===== src/rtl/falcon_vec_modsub.sv =====
// Streams (A[i] - B[i]) mod 12289 from two synchronous-read coefficient RAMs
// into a result RAM, one coefficient per cycle, with a two-stage read pipeline.

module falcon_modsub (
  input  logic [13:0] a,
  input  logic [13:0] b,
  output logic [13:0] y
);

  localparam logic [13:0] Q = 14'd12289;

  // The 14-bit wrap of a - b + Q lands back in range because the true result is below 2^14.
  always_comb begin
    if (a >= b) y = a - b;
    else        y = a - b + Q;
  end

endmodule

module falcon_vec_modsub #(
  parameter int N  = 512,
  parameter int AW = $clog2(N)
) (
  input  logic          clk,
  input  logic          rst_n,
  input  logic          start,
  input  logic          abort,
  output logic          busy,
  output logic          done,
  output logic          rd_en,
  output logic [AW-1:0] rd_addr,
  input  logic [13:0]   a_data,
  input  logic [13:0]   b_data,
  output logic          wr_en,
  output logic [AW-1:0] wr_addr,
  output logic [13:0]   wr_data
);

  typedef enum logic [1:0] {IDLE, RUN, DRAIN, DONE} state_t;

  localparam logic [AW-1:0] LAST = AW'(N - 1);

  state_t        state;
  logic          v1;
  logic [AW-1:0] a1;
  logic [13:0]   diff;

  falcon_modsub u_modsub (
    .a(a_data),
    .b(b_data),
    .y(diff)
  );

  // rd_addr doubles as the read counter. Stage 1 (v1/a1) lines up with the RAM
  // output; stage 2 is the registered write port itself, so wr_en is its valid bit.
  always_ff @(posedge clk or negedge rst_n) begin
    if (!rst_n) begin
      state   <= IDLE;
      busy    <= 1'b0;
      done    <= 1'b0;
      rd_en   <= 1'b0;
      rd_addr <= '0;
      v1      <= 1'b0;
      a1      <= '0;
      wr_en   <= 1'b0;
      wr_addr <= '0;
      wr_data <= '0;
    end else begin
      v1    <= rd_en;
      a1    <= rd_addr;
      wr_en <= v1;
      if (v1) begin
        wr_addr <= a1;
        wr_data <= diff;
      end
      done <= 1'b0;

      case (state)
        IDLE: begin
          if (start && !abort) begin
            state   <= RUN;
            rd_en   <= 1'b1;
            rd_addr <= '0;
            busy    <= 1'b1;
          end
        end
        RUN: begin
          if (rd_addr == LAST) begin
            state <= DRAIN;
            rd_en <= 1'b0;
          end else begin
            rd_addr <= rd_addr + AW'(1);
          end
        end
        // Stage 2 empties on the same edge stage 1 is seen empty, so both are clear next cycle.
        DRAIN: begin
          if (!v1) begin
            state <= DONE;
            done  <= 1'b1;
            busy  <= 1'b0;
          end
        end
        DONE: begin
          state <= IDLE;
        end
        default: begin
          state <= IDLE;
        end
      endcase

      // Cancelling kills in-flight writes too, so the result RAM sees nothing more.
      if (abort && (state == RUN || state == DRAIN)) begin
        state   <= IDLE;
        busy    <= 1'b0;
        done    <= 1'b0;
        rd_en   <= 1'b0;
        rd_addr <= '0;
        v1      <= 1'b0;
        wr_en   <= 1'b0;
      end
    end
  end

endmodule


===== config.mk =====
export PLATFORM = sky130hd
export DESIGN_NAME = falcon_vec_modsub
export DESIGN_NICKNAME = d
export VERILOG_FILES = /design/src/rtl/falcon_vec_modsub.sv
export SDC_FILE = /design/constraint.sdc
export NUM_CORES = 1
export LEC_CHECK = 0
export CORE_MARGIN = 5
export CORE_UTILIZATION = 46
export CTS_BUF_LIST = sky130_fd_sc_hd__clkbuf_16
export CTS_CLUSTER_SIZE = 30
export DETAILED_ROUTE_END_ITERATION = 10
export PLACE_DENSITY = 0.74
export SKIP_LAST_GASP = 1
export SLEW_MARGIN = 20
export SYNTH_ARGS = -nofsm -noshare
export SYNTH_HDL_FRONTEND = slang
export SYNTH_SLANG_ARGS = --single-unit

===== constraint.sdc =====
create_clock -name clk -period 3.3 [get_ports clk]
set_input_delay 0.825 -clock clk [delete_from_list [all_inputs] [get_ports clk]]
set_output_delay 0.825 -clock clk [all_outputs]
set_load 0.05 [all_outputs]

==> metrics.cfg <==
[status]
status = finished, final reports clean

[clock_network]
cts-root-buf = clkbuf_16
hold_buffers = 0
cts_tree = yes
clock-sinks = 48
clk_pin_slew_ps = 70
clk_path_buf_depth = 2
clock_latency_ps = 280
cts-buffers-inserted = 5
cts-htree-levels = 2

[die]
die_area_um2 = 8518
die_height_um = 92.30
die_w_um = 92.30
num_rows = 30
num_io_pins = 68
start_util = 0.4663
coreArea_um2 = 6681

[pwr]
p_per_area_nw_per_um2 = 665.9
p_sw_uw = 1385
p_comb_frac = 0.572
internal_power_uw = 1751
p_sw_frac = 0.4416
irDropWorstVdd_uv = 539.1
leakagePower_uw = 0.002168
p_seq_frac = 0.272
p_clk_frac = 0.156

[timing]
setup_tns_ps = 0
finClkSkew_ps = 6.780
max_freq_mhz = 310.7
final-max-slew-violation-count = 0
rsz0062_at_grt = yes
hold_viol = 0
max_slew_margin = 0.6052
min_period_ps = 3219
tightest_slew_ps = 592.2
finalSetupViolations = 0
min_period_over_period = 0.9754

[synth]
synth.top_cell.area_share = 0.3855
yosys.area.top_type = dfrtp_1
syn_inst = 319
yosys_warnings = 0
synth_common_cells = dfrtp_1, nor2_1, inv_1
ys_types = 61
synth_ff_type = dfrtp_1
synth-edff-count = 0
ys_ff_latch = 48
synth-seq-area-share = 0.3855
syn_nets = 373
syn-cell-area_um2 = 3115
synth.area.top_cells = dfrtp_1, ha_1, mux2_2, xnor2_1, nor2_1
avgSynthCellArea_um2 = 9.766
async_flop_share = 1.000
yosysMostFrequentCell = dfrtp_1

[route]
drt_first_iter_violations = 122
drt.antenna.violating_nets = 0
routed_wl_um = 8205
m1WireLength_um = 3528
highest_layer = met4
met2WireLength_um = 4245
drc_errors = 0
vias_per_cell = 5.411
num_vias = 2873
wl_met3_um = 336
firstDrtPassIters = 4
wl_per_cell_um = 15.45

[global_routing]
grt_pass1_wl_um = 12900
grt_pass1_vias = 2857
gr-total-overflow = 0
track_usage = 0.1843
grt_start_max_net_pins = 49
antenna_found_initial = 0

[placement]
hpwl_um = 5993
gp_congestion = 0.8327
post_dp_cell_area_um2 = 4248
io_buffers = 67
placed_cells = 514

[finish]
instances_no_fill = 531
multi_input_area_um2 = 1993
postLayoutCoreUtil = 0.7049
area_growth_syn_to_layout_pct = 51.16
final_nets = 504
fin_area_um2 = 4710
antenna_cells = 0
fillers = 486
regArea_um2 = 1201
drive_gt1_frac = 0.3016

[worst_hold_path]
hold-path-endpoint = a1[7]
min_from = rd_addr[7]
hold_path.class = register to register
worstHoldPathCells = 0

[critical_path]
ff2ff_path_depth = 10
timing.rr.end = rd_addr[7]
cp.arrival_ps = 3390
cp_max_fo = 6
critical_path_class = input pin to register
reg2reg_setup_slack_ps = 1070
end_kind = register
r2r_start = rd_addr[0]
cp.required_ps = 3470
start_kind = input pin

[flow_run]
cap_violations = 0

placed cells by master, fill, tap and decap left out, drive strengths merged, types with 9 or more instances in the layout:
master	synthesis	routed
a21oi	22	22
buf	5	66
clkdlybuf4s50	0	52
dfrtp	48	48
ha	21	21
inv	27	28
mux2	15	15
nand2	18	18
nand3	9	9
nor2	32	32
o21ai	13	13
xnor2	16	16
xor2	11	11
worst max-delay path, cell delays in order:
cell and delay [ps]:
clkdlybuf4s50_1 450, inv_1 40, ha_1 300, buf_4 170
nand3_1 240, a21oi_2 80, nor4_4 370, nand4bb_4 170
o41ai_4 370, xnor2_1 110, mux2_4 260
stage by stage:
stage	setup slack, ps	power, uW	hold slack (ps)
floorplan	4.289	1949	454.2
global placement	-491.3	2521	430.7
detailed placement	-618.3	2557	429.2
CTS	1.590	3115	446.0
global route	-82.58	3313	468.1
finish	81.14	3136	446.6
per-layer routing:
metal  vias to the layer above  track usage
met2                        80       0.3376
met5                         -            0
met1                      1386       0.2311
met3                         8      0.03168
li1                       1399            -
met4                         0      0.02847
layout make-up:
cell class                 instances  share of cell area
clock buffer                       5             0.02657
clock inverter                     3            0.003719
inverter                          27             0.02152
multi-input combinational        236              0.4232
sequential                        48              0.2550
tap                               80             0.02125
timing repair buffer             132              0.2487
logic make-up (layout without fill, tap and decap cells):
kind of cell,Yosys count,in the layout,share of synthesized area
AOI/OAI and AO/OA,67,67,0.1474
xor gates and xnor gates,27,27,0.07590
adders and majority gates,22,22,0.09076
buffers and inverters,35,167,0.04980
DFF,48,48,0.3855
muxes,18,18,0.06506
and+or+nand+nor,102,102,0.1855
worst max path at each step:
stage,from,to,slack (ps)
3_3_place_gp,a_data[0],wr_data[12],-490
2_1_floorplan,a_data[0],wr_data[12],4
4_1_cts,a_data[6],wr_data[12],2
5_1_grt,b_data[8],wr_data[13],-80
3_5_place_dp,a_data[0],wr_data[12],-620
6_report,b_data[7],wr_data[12],80
flip-flops by register name (all words and copies together) (netlist names):
name,count
busy,1
wr_en,1
rd_addr,9
done,1
v1,1
a1,9
wr_data,14
state,2
rd_en,1
wr_addr,9
power by group through the flow:
stage                     registers, uW  clock network [uW]  logic [uW]
final                               853                 491        1790
after global routing                874                 526        1910
after CTS                           854                 501        1760
after detailed placement            861                   0        1700
after global placement              856                   0        1660
after floorplan                    1260                   0         686
timing repair:
item,CTS,global route
hold endpoints to repair,0,0
cloned,0,0
gates resized for setup,35,25
endpoints found under the setup margin,9,10
buffers inserted,7,2
pin swaps,18,13
Power figures use the tool's default switching activity.
